`src/rtl/uart_pkg.sv`:
```
// Shared UART receive-path types and constants.
package uart_pkg;

  localparam int UART_DATA_W        = 8;
  localparam int UART_RX_FIFO_DEPTH = 16;

  typedef struct packed {
    logic                   err;
    logic [UART_DATA_W-1:0] data;
  } uart_rx_entry_t;

endpackage

```
`src/rtl/uart_rx_fifo_if.sv`:
```
// Handshake and status bundle between uart_rx, the receive FIFO and the register block.
interface uart_rx_fifo_if
  import uart_pkg::*;
#(
  parameter int DEPTH = UART_RX_FIFO_DEPTH
);
  localparam int LW = $clog2(DEPTH) + 1;

  logic                   wr_valid_i;
  logic [UART_DATA_W-1:0] wr_data_i;
  logic                   wr_err_i;
  logic                   rd_en_i;
  logic [UART_DATA_W-1:0] rd_data_o;
  logic                   rd_err_o;
  logic                   empty_o;
  logic                   full_o;
  logic [LW-1:0]          level_o;
  logic                   flush_i;
  logic                   clr_overrun_i;
  logic                   overrun_o;
  logic [LW-1:0]          thresh_i;
  logic                   thresh_int_o;
  logic                   timeout_int_o;

  modport slave (
    input  wr_valid_i, wr_data_i, wr_err_i, rd_en_i, flush_i, clr_overrun_i, thresh_i,
    output rd_data_o, rd_err_o, empty_o, full_o, level_o, overrun_o, thresh_int_o,
           timeout_int_o
  );

  modport master (
    output wr_valid_i, wr_data_i, wr_err_i, rd_en_i, flush_i, clr_overrun_i, thresh_i,
    input  rd_data_o, rd_err_o, empty_o, full_o, level_o, overrun_o, thresh_int_o,
           timeout_int_o
  );

endinterface

```
`src/rtl/uart_fifo_mem.sv`:
```
// FIFO storage: DEPTH x entry register array, one write port, one asynchronous read port.
module uart_fifo_mem
  import uart_pkg::*;
#(
  parameter int DEPTH = UART_RX_FIFO_DEPTH,
  parameter int AW    = $clog2(DEPTH)
) (
  input  logic           clk_i,
  input  logic           we,
  input  logic [AW-1:0]  waddr,
  input  uart_rx_entry_t wdata,
  input  logic [AW-1:0]  raddr,
  output uart_rx_entry_t rdata
);

  uart_rx_entry_t mem [DEPTH];

  always_ff @(posedge clk_i) begin
    if (we) mem[waddr] <= wdata;
  end

  assign rdata = mem[raddr];

endmodule

```
`src/rtl/uart_rx_fifo.sv`:
```
// First-word-fall-through receive FIFO with level, overrun and threshold interrupt.
// Optional idle-data timeout interrupt enabled by defining UART_RX_FIFO_TIMEOUT_EN.
module uart_rx_fifo
  import uart_pkg::*;
#(
  parameter int DEPTH          = UART_RX_FIFO_DEPTH,
  parameter int TIMEOUT_CYCLES = 4096
) (
  input  logic          clk_i,
  input  logic          rst_i,
  uart_rx_fifo_if.slave bus
);

  localparam int AW = $clog2(DEPTH);

  logic [AW:0]    wr_ptr;
  logic [AW:0]    rd_ptr;
  logic           empty;
  logic           full;
  logic           push;
  logic           pop;
  logic           ovr_set;
  logic           overrun;
  uart_rx_entry_t wr_entry;
  uart_rx_entry_t rd_entry;

  function automatic logic thresh_hit(input logic [AW:0] level, input logic [AW:0] thresh);
    return (thresh != '0) && (level >= thresh);
  endfunction

  // Extra wrap bit distinguishes full from empty when the indices coincide.
  assign empty = (wr_ptr == rd_ptr);
  assign full  = (wr_ptr[AW-1:0] == rd_ptr[AW-1:0]) && (wr_ptr[AW] != rd_ptr[AW]);

  assign pop     = bus.rd_en_i & ~empty;
  assign push    = bus.wr_valid_i & (~full | pop);
  assign ovr_set = bus.wr_valid_i & full & ~pop & ~bus.flush_i;

  assign wr_entry = '{err: bus.wr_err_i, data: bus.wr_data_i};

  uart_fifo_mem #(
    .DEPTH (DEPTH),
    .AW    (AW)
  ) u_mem (
    .clk_i (clk_i),
    .we    (push & ~bus.flush_i),
    .waddr (wr_ptr[AW-1:0]),
    .wdata (wr_entry),
    .raddr (rd_ptr[AW-1:0]),
    .rdata (rd_entry)
  );

  always_ff @(posedge clk_i or posedge rst_i) begin
    if (rst_i) begin
      wr_ptr <= '0;
      rd_ptr <= '0;
    end else if (bus.flush_i) begin
      wr_ptr <= '0;
      rd_ptr <= '0;
    end else begin
      if (push) wr_ptr <= wr_ptr + 1'b1;
      if (pop)  rd_ptr <= rd_ptr + 1'b1;
    end
  end

  // A fresh drop outranks a same-cycle clear so no overrun event is ever lost.
  always_ff @(posedge clk_i or posedge rst_i) begin
    if (rst_i)                  overrun <= 1'b0;
    else if (ovr_set)           overrun <= 1'b1;
    else if (bus.clr_overrun_i) overrun <= 1'b0;
  end

  assign bus.rd_data_o    = empty ? '0 : rd_entry.data;
  assign bus.rd_err_o     = empty ? 1'b0 : rd_entry.err;
  assign bus.empty_o      = empty;
  assign bus.full_o       = full;
  assign bus.level_o      = wr_ptr - rd_ptr;
  assign bus.overrun_o    = overrun;
  assign bus.thresh_int_o = thresh_hit(wr_ptr - rd_ptr, bus.thresh_i);

`ifdef UART_RX_FIFO_TIMEOUT_EN
  localparam int            TW        = $clog2(TIMEOUT_CYCLES) + 1;
  localparam logic [TW-1:0] TMO_LIMIT = TW'(TIMEOUT_CYCLES);

  logic [TW-1:0] idle_cnt;
  logic [TW-1:0] idle_cnt_nxt;
  logic          tmo_q;

  // Counter saturates at the limit so the interrupt holds until activity or drain.
  always_comb begin
    idle_cnt_nxt = idle_cnt;
    if (push | pop | bus.flush_i | empty) idle_cnt_nxt = '0;
    else if (idle_cnt != TMO_LIMIT)       idle_cnt_nxt = idle_cnt + 1'b1;
  end

  always_ff @(posedge clk_i or posedge rst_i) begin
    if (rst_i) begin
      idle_cnt <= '0;
      tmo_q    <= 1'b0;
    end else begin
      idle_cnt <= idle_cnt_nxt;
      tmo_q    <= (idle_cnt_nxt == TMO_LIMIT);
    end
  end

  assign bus.timeout_int_o = tmo_q;
`else
  logic unused_tmo_cfg;
  assign unused_tmo_cfg    = (TIMEOUT_CYCLES == 0);
  assign bus.timeout_int_o = 1'b0;
`endif

endmodule

```
`src/flat_wrapper.sv`:
```
// flat-port wrapper written by rule: the top's interface ports become plain ports
module uart_rx_fifo_flat import uart_pkg::*;
#(
  parameter int DEPTH          = UART_RX_FIFO_DEPTH,
  parameter int TIMEOUT_CYCLES = 4096
)
  (clk_i, rst_i, bus_wr_valid_i, bus_wr_data_i, bus_wr_err_i, bus_rd_en_i, bus_flush_i, bus_clr_overrun_i, bus_thresh_i, bus_rd_data_o, bus_rd_err_o, bus_empty_o, bus_full_o, bus_level_o, bus_overrun_o, bus_thresh_int_o, bus_timeout_int_o);
  uart_rx_fifo_if #(.DEPTH(DEPTH)) bus_i ();
  input  logic clk_i;
  input  logic rst_i;
  input wire logic [$bits(bus_i.wr_valid_i)-1:0] bus_wr_valid_i;
  input wire logic [$bits(bus_i.wr_data_i)-1:0] bus_wr_data_i;
  input wire logic [$bits(bus_i.wr_err_i)-1:0] bus_wr_err_i;
  input wire logic [$bits(bus_i.rd_en_i)-1:0] bus_rd_en_i;
  input wire logic [$bits(bus_i.flush_i)-1:0] bus_flush_i;
  input wire logic [$bits(bus_i.clr_overrun_i)-1:0] bus_clr_overrun_i;
  input wire logic [$bits(bus_i.thresh_i)-1:0] bus_thresh_i;
  output wire logic [$bits(bus_i.rd_data_o)-1:0] bus_rd_data_o;
  output wire logic [$bits(bus_i.rd_err_o)-1:0] bus_rd_err_o;
  output wire logic [$bits(bus_i.empty_o)-1:0] bus_empty_o;
  output wire logic [$bits(bus_i.full_o)-1:0] bus_full_o;
  output wire logic [$bits(bus_i.level_o)-1:0] bus_level_o;
  output wire logic [$bits(bus_i.overrun_o)-1:0] bus_overrun_o;
  output wire logic [$bits(bus_i.thresh_int_o)-1:0] bus_thresh_int_o;
  output wire logic [$bits(bus_i.timeout_int_o)-1:0] bus_timeout_int_o;
  assign bus_i.wr_valid_i = bus_wr_valid_i;
  assign bus_i.wr_data_i = bus_wr_data_i;
  assign bus_i.wr_err_i = bus_wr_err_i;
  assign bus_i.rd_en_i = bus_rd_en_i;
  assign bus_i.flush_i = bus_flush_i;
  assign bus_i.clr_overrun_i = bus_clr_overrun_i;
  assign bus_i.thresh_i = bus_thresh_i;
  assign bus_rd_data_o = bus_i.rd_data_o;
  assign bus_rd_err_o = bus_i.rd_err_o;
  assign bus_empty_o = bus_i.empty_o;
  assign bus_full_o = bus_i.full_o;
  assign bus_level_o = bus_i.level_o;
  assign bus_overrun_o = bus_i.overrun_o;
  assign bus_thresh_int_o = bus_i.thresh_int_o;
  assign bus_timeout_int_o = bus_i.timeout_int_o;
  uart_rx_fifo #(.DEPTH(DEPTH), .TIMEOUT_CYCLES(TIMEOUT_CYCLES)) u_core (.clk_i(clk_i), .rst_i(rst_i), .bus(bus_i));
endmodule
```
`config.mk`:
```
export PLATFORM = sky130hd
export DESIGN_NAME = uart_rx_fifo_flat
export DESIGN_NICKNAME = d
export VERILOG_FILES = /design/src/rtl/uart_pkg.sv /design/src/rtl/uart_rx_fifo_if.sv /design/src/rtl/uart_fifo_mem.sv /design/src/rtl/uart_rx_fifo.sv /design/src/flat_wrapper.sv
export SDC_FILE = /design/constraint.sdc
export NUM_CORES = 1
export LEC_CHECK = 0
export ABC_AREA = 1
export CAP_MARGIN = 20
export CORE_MARGIN = 1.5
export CORE_UTILIZATION = 50
export DETAILED_ROUTE_END_ITERATION = 10
export GPL_TIMING_DRIVEN = 0
export PLACE_DENSITY = 0.68
export SETUP_SLACK_MARGIN = 0.5
export SLEW_MARGIN = 20
export SYNTH_ARGS = -nofsm -noshare
export SYNTH_HDL_FRONTEND = slang
export SYNTH_HIERARCHICAL = 1
export SYNTH_SLANG_ARGS = --single-unit
```
`constraint.sdc`:
```
create_clock -name clk_i -period 4.7 [get_ports clk_i]
set_input_delay 0.705 -clock clk_i [delete_from_list [all_inputs] [get_ports clk_i]]
set_output_delay 0.705 -clock clk_i [all_outputs]
set_load 0.005 [all_outputs]
```
# == Yosys cells after proc, flatten, opt, wreduce, memory -nomap -nowiden ==
# Memory sizes are Yosys's and may differ from the RTL's.
# Index checks and enable logic that the tools add are counted.
# totals
latchBits,0
rom_bits,0
input_bits,20
memories,1
register_bits,11
ramBits,144
out_inout_bits,19
# classes
shift,0
n_mul,0
order_cmp,1
n_bitwise,11
eq_ne,3
add_sub_neg,3
muxes,10
div,0
reduce_logical,6
# memory_table
name,depth,word_bits,rd,rd_clocked_by_memory_dff,write_ports,line,source
u_core.u_mem.mem,16,9,1,0,1,uart_fifo_mem.sv:16,uart_rx_entry_t mem [DEPTH];
# ops
cell,n
$mux W5,4
$add A5 B1 Y5 const B,2
$mux W8,1
$and A1 B1 Y1,6
$reduce_bool A2 Y1,3
$eq A5 B5 Y1,1
$ge A5 B5 Y1,1
$mux W1,5
$reduce_bool A5 Y1,1
$sub A5 B5 Y5,1
$eq A4 B4 Y1,1
$not A1 Y1,4
$logic_and A1 B1 Y1,2
$ne A1 B1 Y1,1
$or A1 B1 Y1,1

# == Logic depth before layout (Yosys ltp) ==
# logic_depth
word_depth,8
ltp_mapped,14
ltp_nobuf,14

# == Modules after synthesis ==
# The synthesis kept the hierarchy.
# by_module_without_submodules
mod,instances,cells_per_inst,seq_area_each_um2,area_per_inst_um2
uart_fifo_mem,1,606,4324.1,6322.3
uart_rx_fifo,1,157,275.3,1092.3

# == Least setup slack after synthesis ==
# Ideal clock, no wire load.
# synth_path
path_type,flip-flop to output port
from,reg u_core.wr_ptr[0]
to,out bus_thresh_int_o
setup_slack_ps,1940
t_arrival_ps,2055
stages_incl_launch_ff,15
path_buffers,0
path_cell_list,dfrtp_1 > inv_1 > ha_1 > inv_1 > fa_1 > nand3_1 > nand2_1 > xor2_1 > ha_1 > nand2_1 > inv_1 > nand4_1 > nand3_1 > nor2_1 > nor2_1
# synth_between
elab_chain_cells,3
# synth_rtl
item,line,source
"start, declared",uart_rx_fifo.sv:16,logic [AW:0] wr_ptr;
"start signal, assigned",uart_rx_fifo.sv:61,if (push) wr_ptr <= wr_ptr + 1'b1;
$sub A5 B5 Y5,--,
net bus_level_o[4],flat_wrapper.sv:22,output wire logic [$bits(bus_i.level_o)-1:0] bus_level_o;
$ge A5 B5 Y1,uart_rx_fifo.sv:28,return (thresh != '0) && (level >= thresh);
$logic_and A1 B1 Y1,uart_rx_fifo.sv:28,
"end, declared",flat_wrapper.sv:24,output wire logic [$bits(bus_i.thresh_int_o)-1:0] bus_thresh_int_o;
# The timed path passes the listed nets, and every way through them passes these cells.

# == Worst setup path in the final report ==
# layout_path
from,reg u_core.wr_ptr[0]
to,out bus_thresh_int_o
# layout_between
elab_chain_cells,3
# layout_rtl
item,line,source
$sub A5 B5 Y5,uart_rx_fifo.sv:79,"assign bus.thresh_int_o = thresh_hit(wr_ptr - rd_ptr, bus.thresh_i);"
$ge A5 B5 Y1,uart_rx_fifo.sv:28,
$logic_and A1 B1 Y1,uart_rx_fifo.sv:28,
# No other way between the ends.

==> flow_summary_export.csv <==
group,metric,value,unit
floorplan,ios,39,
critical_path,end_kind,"output port",
clock_tree,postCtsSetupBuffers,0,
yosys,synth-seq-cells,155,
yosys,yosys.area.top_type,"edfxtp_1",
routing,dr.first_iter.drc_count,511,
routing,routed-via-count,5431,
global_routing,grt-ovfl-total,0,
global_routing,grt_usage,24.87,%
yosys,netlist.area_leader.share,58.32,%
yosys,avgSynthCellArea,9.718,um2
finish,n_fill_cell,1232,
routing,firstDrtPassIters,6,
routing,drt-met1-wl,7946,um
yosys,synthSimpleGateAreaFrac,24.06,%
power,cellPowerDensity,430.7,nW/um2
critical_path,rr_endpoint,"u_core/u_mem/mem[5][6]$_DFFE_PP_",
place,gp_congestion,0.8689,
clock_tree,cts.clk_slew.worst_paths,0.06,ns
critical_path,crit_type,"flop to output port",
critical_path,worst-r2r-cell-count,9,
floorplan,initial_core_util,51.21,%
place,dp_hpwl,12410,um
run_status,status,"complete, no violations",
timing,fmax,255.4,MHz
routing,met2WireLength,9104,um
global_routing,grt_pass1_vias,5158,
critical_path,worst-path-max-fanout,8,
timing,whs,0.4904,ns
yosys,synth_compound_area_share,0.2025,%
timing,tightest_slew,1.074,ns
job,cap_violations,0,
routing,wl_met3,1165,um
yosys,syn_area,7415,um2
power,ir_drop,0.2529,mV
timing,layout_setup_ws,0.7846,ns
timing,skew,0.01695,ns
worst_hold_path,worstHoldPathCells,2,
finish,finalNetCount,851,
finish,area_growth,15.42,%
timing,hold_violations,0,
clock_tree,cts_tree,"yes",
yosys,synth-xor-area-share,0.8269,%
routing,wl_per_cell,18.39,um
power,p_total,3686,uW
clock_tree,cts-root-buf,"clkbuf_16",
critical_path,r2r_slack,1.65,ns
yosys,yosysSeqAreaShare,62.03,%
yosys,synth.area.top_cells,"edfxtp_1 58%, nand2_1 11%, nand3_1 8.6%, inv_1 7.3%, dfrtp_1 3.7%",
critical_path,crit_path_start_kind,"flop",
timing,layout_min_cycle_time,3.915,ns
clock_tree,ctsResizeCount,0,
floorplan,die_area,15570,um2
routing,dr.max_layer_used,"met4",
global_routing,grt_pass1_wl,28630,um
finish,fin_util,59.11,%
yosys,ys_warn_count,6,
global_routing,grt_max_degree,17,
finish,final_layout_size_suffix_gt1_share,7.452,%
place,preCtsSetupSlack,1.232,ns
clock_tree,cts-hold-fix-buffers,0,
power,p_leak,0.003806,uW
critical_path,worstPathRequired,3.99,ns
routing,vias_per_cell,5.345,
timing,slew_headroom,28.10,%
timing,fin_crit_sh,83.31,%
global_routing,antenna_found_initial,0,
worst_hold_path,hold_path_class,"flop to flop",
routing,totalWireLength,18690,um
timing,rsz0062_at_grt,"no",
yosys,synth_nets,795,
clock_tree,cts_made_buffers,17,
clock_tree,clockBufferDepth,2,
finish,antenna_cells,0,
timing,setup_tns,0,ns
yosys,synth_top_family_by_area,"simple AND/OR/NAND/NOR gates",
place,io_buffers,37,
floorplan,core_area,14480,um2
routing,drc,0,
yosys,ys_types,25,
critical_path,timing.rr.start,"u_core/rd_ptr[2]$_DFFE_PP0P_",
timing,setup_violations,0,
worst_hold_path,min_from,"u_core/bus.overrun_o$_DFFE_PP0P_",
floorplan,fp-row-count,44,
yosys,netlist_instances,763,
routing,drtAntennaViolNets,0,
yosys,muxShareOfSynthArea,0,%
finish,final_common_cell,"nand2_1",
timing,drv_slew,0,
floorplan,die_height,124.8,um
clock_tree,cts-htree-levels,4,
yosys,synthAdderAreaFrac,2.126,%
clock_tree,cts.sinks,155,
critical_path,crit_arrival,3.21,ns
clock_tree,clk_latency,0.43,ns
floorplan,die_w,124.8,um
worst_hold_path,hold_path_end,"u_core/bus.overrun_o$_DFFE_PP0P_",
finish,final_cell_mix,"224 x nand2_1, 144 x inv_1, 144 x edfxtp_1, 127 x nand3_1, 37 x clkdlybuf4s50_1",
-- critical path, stage by stage, from the launching register on --
cell and delay [ns]:
dfrtp_1 0.46, inv_1 0.12, ha_1 0.15, inv_1 0.06
fa_1 0.40, nand3_1 0.08, nand2_1 0.06, xor2_1 0.17
ha_1 0.33, nand2_1 0.06, inv_1 0.07, nand4_1 0.08
nand3_1 0.09, nor2_1 0.04, nor2_1 0.10, clkdlybuf4s50_1 0.51
-- flip-flops by register name (all words and copies together) (netlist names) --
signal                cells
u_core/rd_ptr             5
u_core/u_mem/mem        144
u_core/bus.overrun_o      1
u_core/wr_ptr             5
-- power breakdown --
group          switching, uW  internal (uW)
clock                    506            768
combinational            531            342
sequential              14.9           1520
-- per-layer routing --
metal	global-route usage, %	up-vias
met5	0	-
met4	10.41	0
met3	5.713	28
met2	39.50	212
met1	33.05	2627
li1	-	2564
-- cell type report --
class	instances	area, um2	share of cell area [%]
sequential	155	4599	53.74
inverter	150	573.1	6.696
timing repair buffer	37	370.4	4.327
clock buffer	21	440.4	5.146
clock inverter	11	102.6	1.199
buffer	28	220.2	2.573
multi-input combinational	430	2022	23.63
tap	184	230.2	2.690
-- cells in the mapped netlist, drive strengths merged --
master  count
a21oi       3
buf        28
clkinv      2
conb        1
dfrtp      11
edfxtp    144
fa          1
ha         11
inv       148
nand2     230
nand3     128
nand3b      2
nand4      11
nor2       35
nor4        1
xor2        7
-- per-stage QoR --
step | cells | area (um2)
2_1_floorplan | 763 | 7415
3_3_place_gp | 984 | 8015
3_5_place_dp | 984 | 8015
4_1_cts | 1016 | 8558
5_1_grt | 1016 | 8558
6_report | 1016 | 8558
-- worst max-delay path by stage --
stage	start	end	slack [ns]	depth (start not counted)
6_report	u_core/wr_ptr[0]$_DFFE_PP0P_	bus_thresh_int_o	0.78	15
3_3_place_gp	u_core/wr_ptr[0]$_DFFE_PP0P_	bus_thresh_int_o	1.33	15
5_1_grt	u_core/wr_ptr[0]$_DFFE_PP0P_	bus_thresh_int_o	0.59	15
3_5_place_dp	u_core/wr_ptr[0]$_DFFE_PP0P_	bus_thresh_int_o	1.23	15
2_1_floorplan	u_core/wr_ptr[0]$_DFFE_PP0P_	bus_thresh_int_o	1.94	14
4_1_cts	u_core/wr_ptr[0]$_DFFE_PP0P_	bus_thresh_int_o	0.76	15
-- logic make-up after synthesis --
family | count (synthesis)
AOI/OAI and AO/OA | 3
adders and majority gates | 12
buffers and inverters | 178
other | 1
xor gates and xnor gates | 7
DFF | 155
and+or+nand+nor | 407
(Power assumes the default switching activity.)
